===== src/rtl/bp_be_dcache_pkg.sv =====
// Shared dcache types: memory kinds, per-kind opcodes and LCE/memory arbiter states.
// The sweep states exist only when BP_BE_DCACHE_INIT_SWEEP_EN is defined.
// Encodings are 2 bits wide so they drop straight onto the mem packet fields.
package bp_be_dcache_pkg;

  typedef enum logic [1:0] {
    e_cache_mem_data = 2'd0,
    e_cache_mem_tag  = 2'd1,
    e_cache_mem_stat = 2'd2
  } bp_cache_mem_kind_e;

  typedef enum logic [1:0] {
    e_cache_data_mem_read           = 2'd0,
    e_cache_data_mem_write          = 2'd1,
    e_cache_data_mem_uncached_write = 2'd2
  } bp_cache_data_mem_opcode_e;

  typedef enum logic [1:0] {
    e_cache_tag_mem_set_clear  = 2'd0,
    e_cache_tag_mem_invalidate = 2'd1,
    e_cache_tag_mem_set_tag    = 2'd2
  } bp_cache_tag_mem_opcode_e;

  typedef enum logic [1:0] {
    e_cache_stat_mem_set_clear   = 2'd0,
    e_cache_stat_mem_clear_dirty = 2'd1
  } bp_cache_stat_mem_opcode_e;

  typedef enum logic [1:0] {
    e_ready      = 2'd0,
    e_locked     = 2'd1
`ifdef BP_BE_DCACHE_INIT_SWEEP_EN
    , e_sweep_tag  = 2'd2
    , e_sweep_stat = 2'd3
`endif
  } bp_be_dcache_arb_state_e;

endpackage


===== src/rtl/bp_be_dcache_rr_arb_2.sv =====
// Two-way round-robin select: one-hot grant among valid requesters.
// Purely combinational; pointer names the requester favoured on a tie.
// No valid inputs gives an all-zero select.
module bp_be_dcache_rr_arb_2 (
  input  logic [1:0] valid_i,
  input  logic       ptr_i,
  output logic [1:0] sel_o
);

  // Single valid wins outright; on a tie the pointer decides.
  always_comb begin
    sel_o = valid_i;
    if (valid_i == 2'b11) begin
      sel_o = ptr_i ? 2'b10 : 2'b01;
    end
  end

endmodule


===== src/rtl/bp_be_dcache_lce_mem_arbiter.sv =====
// Arbitrates LCE cmd / data-cmd requests onto the dcache memory port, with optional
// init sweep (BP_BE_DCACHE_INIT_SWEEP_EN) clearing tag and stat memories of every set.
// Zero-latency packet path; a stalled request keeps its grant until accepted.
module bp_be_dcache_lce_mem_arbiter
  import bp_be_dcache_pkg::*;
#(
  parameter  int sets_p      = 64,
  parameter  int ways_p      = 8,
  localparam int index_width = (sets_p > 1) ? $clog2(sets_p) : 1,
  localparam int way_width   = (ways_p > 1) ? $clog2(ways_p) : 1
) (
  input  logic                        clk_i,
  input  logic                        reset_i,
  input  logic [1:0]                  req_v_i,
  input  logic [1:0][1:0]             req_kind_i,
  input  logic [1:0][1:0]             req_opcode_i,
  input  logic [1:0][index_width-1:0] req_index_i,
  input  logic [1:0][way_width-1:0]   req_way_i,
  input  logic [1:0]                  req_lock_i,
  output logic [1:0]                  req_yumi_o,
  output logic                        mem_v_o,
  output logic [1:0]                  mem_kind_o,
  output logic [1:0]                  mem_opcode_o,
  output logic [index_width-1:0]      mem_index_o,
  output logic [way_width-1:0]        mem_way_o,
  input  logic                        mem_ready_i,
  output logic                        init_done_o
);

  bp_be_dcache_arb_state_e state_r;
  logic                    ptr_r;      // 0 favours requester 0 on a tie
  logic                    owner_r;    // lock owner while in e_locked
  logic                    hold_v_r;   // last cycle's grant stalled on mem_ready_i
  logic                    hold_idx_r;
  logic [1:0]              rr_sel;
  logic [1:0]              sel;
  logic                    sel_idx;
`ifdef BP_BE_DCACHE_INIT_SWEEP_EN
  logic [index_width-1:0]  set_cnt_r;
`endif

  bp_be_dcache_rr_arb_2 rr_arb (
    .valid_i (req_v_i),
    .ptr_i   (ptr_r),
    .sel_o   (rr_sel)
  );

  // Choose the granted requester; a stalled grant is kept so the packet cannot change under it.
  always_comb begin
    sel = 2'b00;
    case (state_r)
      e_ready: begin
        if (hold_v_r && req_v_i[hold_idx_r]) begin
          sel = hold_idx_r ? 2'b10 : 2'b01;
        end else begin
          sel = rr_sel;
        end
      end
      e_locked: sel = owner_r ? 2'b10 : 2'b01;
      default:  sel = 2'b00;
    endcase
    if (reset_i) begin
      sel = 2'b00;
    end
    sel_idx    = sel[1];
    req_yumi_o = sel & req_v_i & {2{mem_ready_i}};
  end

  // Drive the memory packet from the sweep counter or from the granted request.
  always_comb begin
    mem_v_o      = 1'b0;
    mem_kind_o   = 2'b00;
    mem_opcode_o = 2'b00;
    mem_index_o  = '0;
    mem_way_o    = '0;
`ifdef BP_BE_DCACHE_INIT_SWEEP_EN
    if (state_r == e_sweep_tag || state_r == e_sweep_stat) begin
      mem_v_o      = ~reset_i;
      mem_kind_o   = (state_r == e_sweep_tag) ? e_cache_mem_tag : e_cache_mem_stat;
      mem_opcode_o = (state_r == e_sweep_tag) ? e_cache_tag_mem_set_clear
                                              : e_cache_stat_mem_set_clear;
      mem_index_o  = set_cnt_r;
    end else
`endif
    if (sel != 2'b00) begin
      mem_v_o      = |(sel & req_v_i);
      mem_kind_o   = req_kind_i[sel_idx];
      mem_opcode_o = req_opcode_i[sel_idx];
      mem_index_o  = req_index_i[sel_idx];
      mem_way_o    = req_way_i[sel_idx];
    end
    init_done_o = ~reset_i & (state_r == e_ready || state_r == e_locked);
  end

  // Arbiter state machine: sweep, round-robin grant, and lock hold.
  always_ff @(posedge clk_i) begin
    if (reset_i) begin
`ifdef BP_BE_DCACHE_INIT_SWEEP_EN
      state_r   <= e_sweep_tag;
      set_cnt_r <= '0;
`else
      state_r   <= e_ready;
`endif
      ptr_r      <= 1'b0;
      owner_r    <= 1'b0;
      hold_v_r   <= 1'b0;
      hold_idx_r <= 1'b0;
    end else begin
      hold_v_r <= 1'b0;
      case (state_r)
`ifdef BP_BE_DCACHE_INIT_SWEEP_EN
        e_sweep_tag: begin
          if (mem_ready_i) state_r <= e_sweep_stat;
        end
        e_sweep_stat: begin
          if (mem_ready_i) begin
            if (set_cnt_r == index_width'(sets_p - 1)) begin
              state_r <= e_ready;
            end else begin
              set_cnt_r <= set_cnt_r + 1'b1;
              state_r   <= e_sweep_tag;
            end
          end
        end
`endif
        e_ready: begin
          if (req_yumi_o != 2'b00) begin
            ptr_r <= ~sel_idx;
            if (req_lock_i[sel_idx]) begin
              state_r <= e_locked;
              owner_r <= sel_idx;
            end
          end else if (mem_v_o) begin
            hold_v_r   <= 1'b1;
            hold_idx_r <= sel_idx;
          end
        end
        e_locked: begin
          if (req_yumi_o != 2'b00) begin
            ptr_r <= ~owner_r;
            if (!req_lock_i[owner_r]) state_r <= e_ready;
          end
        end
        default: state_r <= e_ready;
      endcase
    end
  end

  // Kind 2'b11 has no memory behind it.
  assert property (@(posedge clk_i) disable iff (reset_i)
                   !(req_v_i[0] && req_kind_i[0] == 2'b11));
  assert property (@(posedge clk_i) disable iff (reset_i)
                   !(req_v_i[1] && req_kind_i[1] == 2'b11));

endmodule


===== config.mk =====
export PLATFORM = sky130hd
export DESIGN_NAME = bp_be_dcache_lce_mem_arbiter
export DESIGN_NICKNAME = d
export VERILOG_FILES = /design/src/rtl/bp_be_dcache_pkg.sv /design/src/rtl/bp_be_dcache_rr_arb_2.sv /design/src/rtl/bp_be_dcache_lce_mem_arbiter.sv
export SDC_FILE = /design/constraint.sdc
export NUM_CORES = 1
export LEC_CHECK = 0
export CAP_MARGIN = 10
export CORE_MARGIN = 5
export CORE_UTILIZATION = 26
export DETAILED_ROUTE_END_ITERATION = 10
export GPL_ROUTABILITY_DRIVEN = 0
export MAX_ROUTING_LAYER = met4
export PLACE_DENSITY = 0.74
export SYNTH_ARGS = -nofsm -noshare
export SYNTH_HDL_FRONTEND = slang
export SYNTH_SLANG_ARGS = --single-unit

===== constraint.sdc =====
create_clock -name clk_i -period 1.5 [get_ports clk_i]
set_input_delay 0.3 -clock clk_i [delete_from_list [all_inputs] [get_ports clk_i]]
set_output_delay 0.3 -clock clk_i [all_outputs]
set_load 0.03 [all_outputs]

==> summary.md <==
| Metric | Value |
|---|---|
| Status | `finished, violations left` |
| Violated checks | `negative setup slack` |
| Fin nets | `159` |
| CTS root buf | `clkbuf_4` |
| Final hold vios | `0` |
| Mapped Cells | `53` |
| Hold Path Class | `in2reg` |
| Worst setup EP type | `output pin` |
| Layout overhead on the synthesized area | `163.9%` |
| Crit-path leading delay family | `compound AO/OA/AOI/OAI gates` |
| Top cells by area, synth | `a22o_1 (21%), dfxtp_1 (20%), mux2i_2 (5.4%)` |
| Critical Path Source Type | `flip-flop` |
| Power Density | `587.9 nW/um2` |
| Setup_tns | `-6160 ps` |
| First DRT Iteration DRCs | `2` |
| Post-Route WL | `2.345 mm` |
| Pin count of the biggest net entering global routing | `14` |
| Final HPWL DP | `1.878 mm` |
| Multi-input gate area | `470.5 um2` |
| Vias | `722` |
| Period minus WS final | `1952 ps` |
| Net count after synthesis | `86` |
| Synth unique cells | `28` |
| Leakage | `0.6188 nW` |
| Io pins | `50` |
| Post-synth top cells | `a22o_1 (12), dfxtp_1 (5), nand2_1 (4)` |
| Fmax achieved | `512.2 MHz` |
| Synth warnings | `0` |
| Clk slew on worst S/H paths | `40 ps` |
| Buffers on Ports | `49` |
| Core Area | `1922 um2` |
| Number of global-route vias before repair | `708` |
| Fillcell total | `163` |
| Clock latency at the later pin of the worst-skew pair | `230 ps` |
| Initial antenna violation count | `0` |
| TritonCTS clock tree | `built` |
| CP Cell Sequence | `mux2i_2, nand2b_4, a32o_2, buf_12, a22o_2, buf_6` |
| Height of the die | `54.26 um` |
| Initial DRT Pass Iterations | `4` |
| Hold slack | `487.9 ps` |
| Total GRT Usage | `15.98%` |
| Avg WL per Cell | `15.43 um` |
| Die width | `54.26 um` |
| Synthesized flop and latch total | `5` |
| CTS H-tree depth | `1` |
| Main flop type after synthesis | `dfxtp_1` |
| Post-Syn Area | `509.2 um2` |
| Synth top area share | `20.64%` |
| Number of synthesized flops with an enable pin | `0` |
| Clock Tree Buf Depth | `2` |
| GR Overflow Total | `0` |
| Crit path largest cell delay | `310 ps` |
| Most numerous cell in the Yosys netlist | `a22o_1` |
| RSZ-0062 raised after global routing | `yes` |
| Critical path's slowest cell | `dfxtp_2` |
| Post-route DRC | `0` |
| CP max FO | `13` |
| Row Count | `16` |
| Maximum VDD drop | `0.4735 mV` |
| Setup Skew | `1.781 ps` |
| Initial Utilization | `26.50%` |
| Post-synthesis async set-or-reset flop share | `0%` |
| Register area share after synthesis | `19.66%` |
| Period utilization | `130.2%` |
| Setup ws final | `-452.4 ps` |
| Diodes inserted | `0` |
| Total CTS buffers | `3` |
| Max Slew Vio Count | `0` |
| Buffer and inverter count on the worst path | `2` |
| Crit path DAT | `1650 ps` |
| Measured slew at the worst slew-check pin | `341.2 ps` |
| First-pass GRT wire length | `3.312 mm` |
| Worst relative slew slack | `77.06%` |
| Antenna viol nets, final | `0` |
| Share of layout cells above drive strength 1 | `55.20%` |
| Mapped Avg Cell Area | `9.608 um2` |
| Setup WS pre-CTS | `-676.7 ps` |
| Final setup violation count | `16` |
| Max Cap Viol | `0` |
| Die area | `2944 um2` |
| PnR Total Power | `790.0 uW` |
| CTS sink count | `5` |
| Worst Path Class, Setup | `reg2out` |
| Vias per cell | `4.750` |
| CP required | `1200 ps` |
| Sequential cell area | `108.9 um2` |
| Yosys top cell by area | `a22o_1` |
[registers in the layout, indices dropped and copies added, names as in the netlist]
register,count
hold_idx_r,1
hold_v_r,1
owner_r,1
ptr_r,1
state_r,1
[layout by cell type, fill, tap and decap left out, types with 2 or more instances in the layout]
master | synthesis | final
nor2_1 | 2 | 2
buf_12 | 0 | 2
buf_6 | 2 | 17
nand2_1 | 4 | 4
dfxtp_1 | 5 | 2
mux2i_2 | 2 | 2
inv_1 | 2 | 2
clkdlybuf4s50_1 | 0 | 28
buf_4 | 1 | 20
nor3_1 | 2 | 2
a22o_4 | 1 | 12
dlygate4sd2_1 | 0 | 3
dfxtp_4 | 0 | 2
a21oi_1 | 2 | 2
clkbuf_4 | 0 | 3
mux2i_1 | 2 | 2
[worst min-delay path: cells and delay by family]
kind / cells / cell delay, ps
AOI/OAI and AO/OA: 1 / 110
buffers and inverters: 1 / 150
and+or+nand+nor: 1 / 90
[where the power goes]
part | switching (mW) | total [mW] | internal (mW)
Sequential | 0.00961 | 0.150 | 0.141
Combinational | 0.209 | 0.491 | 0.282
Clock | 0.0485 | 0.149 | 0.100
Total | 0.267 | 0.790 | 0.522
[layer usage]
metal / up-vias / wire length [um] / global-route usage, %
met5: - / 0 / -
met4: 0 / 0 / 4.979
met3: 0 / 114 / 2.180
met2: 20 / 1324 / 30.08
met1: 342 / 907 / 17.02
li1: 360 / - / -
[path summary, 6_finish.rpt]
check	startpoint	to	slack, ps	depth (start not counted)
worst min register to register	hold_idx_r	hold_idx_r	510	2
worst max-delay path	hold_v_r	mem_kind_o[1]	-450	6
worst min-delay path	req_v_i[1]	state_r[0]	490	3
worst max register to register	hold_v_r	ptr_r	90	6
[cell type report]
class,instances,share of cell area (%)
Timing Repair Buffer,71,51.58
Tap cell,27,2.514
Multi-Input combinational cell,42,35.01
Clock buffer,4,1.955
Inverter,3,0.8380
Sequential cell,5,8.101
[stage by stage]
stage	utilization (%)	instance area [um2]	instances
after floorplan	-	595.6	53
after global placement	63.61	1222	146
after detailed placement	63.61	1222	146
after CTS	68.82	1323	151
after global routing	69.92	1344	152
final	69.92	1344	152
[logic make-up (layout without fill, tap and decap cells)]
kind of cell,after synthesis,count (layout),synth area share [%]
buffers and inverters,6,78,8.108
AO/OA/AOI/OAI,22,22,42.26
multiplexers,5,5,11.55
flip-flops,5,5,19.66
AND/OR/NAND/NOR,15,15,18.43
[what timing repair did]
item	CTS	global route
gates resized for setup	23	6
pin swaps	2	1
setup endpoints to repair	20	17
setup buffers	1	1
hold buffers	0	0
Note: power is estimated with default switching activity, not from simulation.
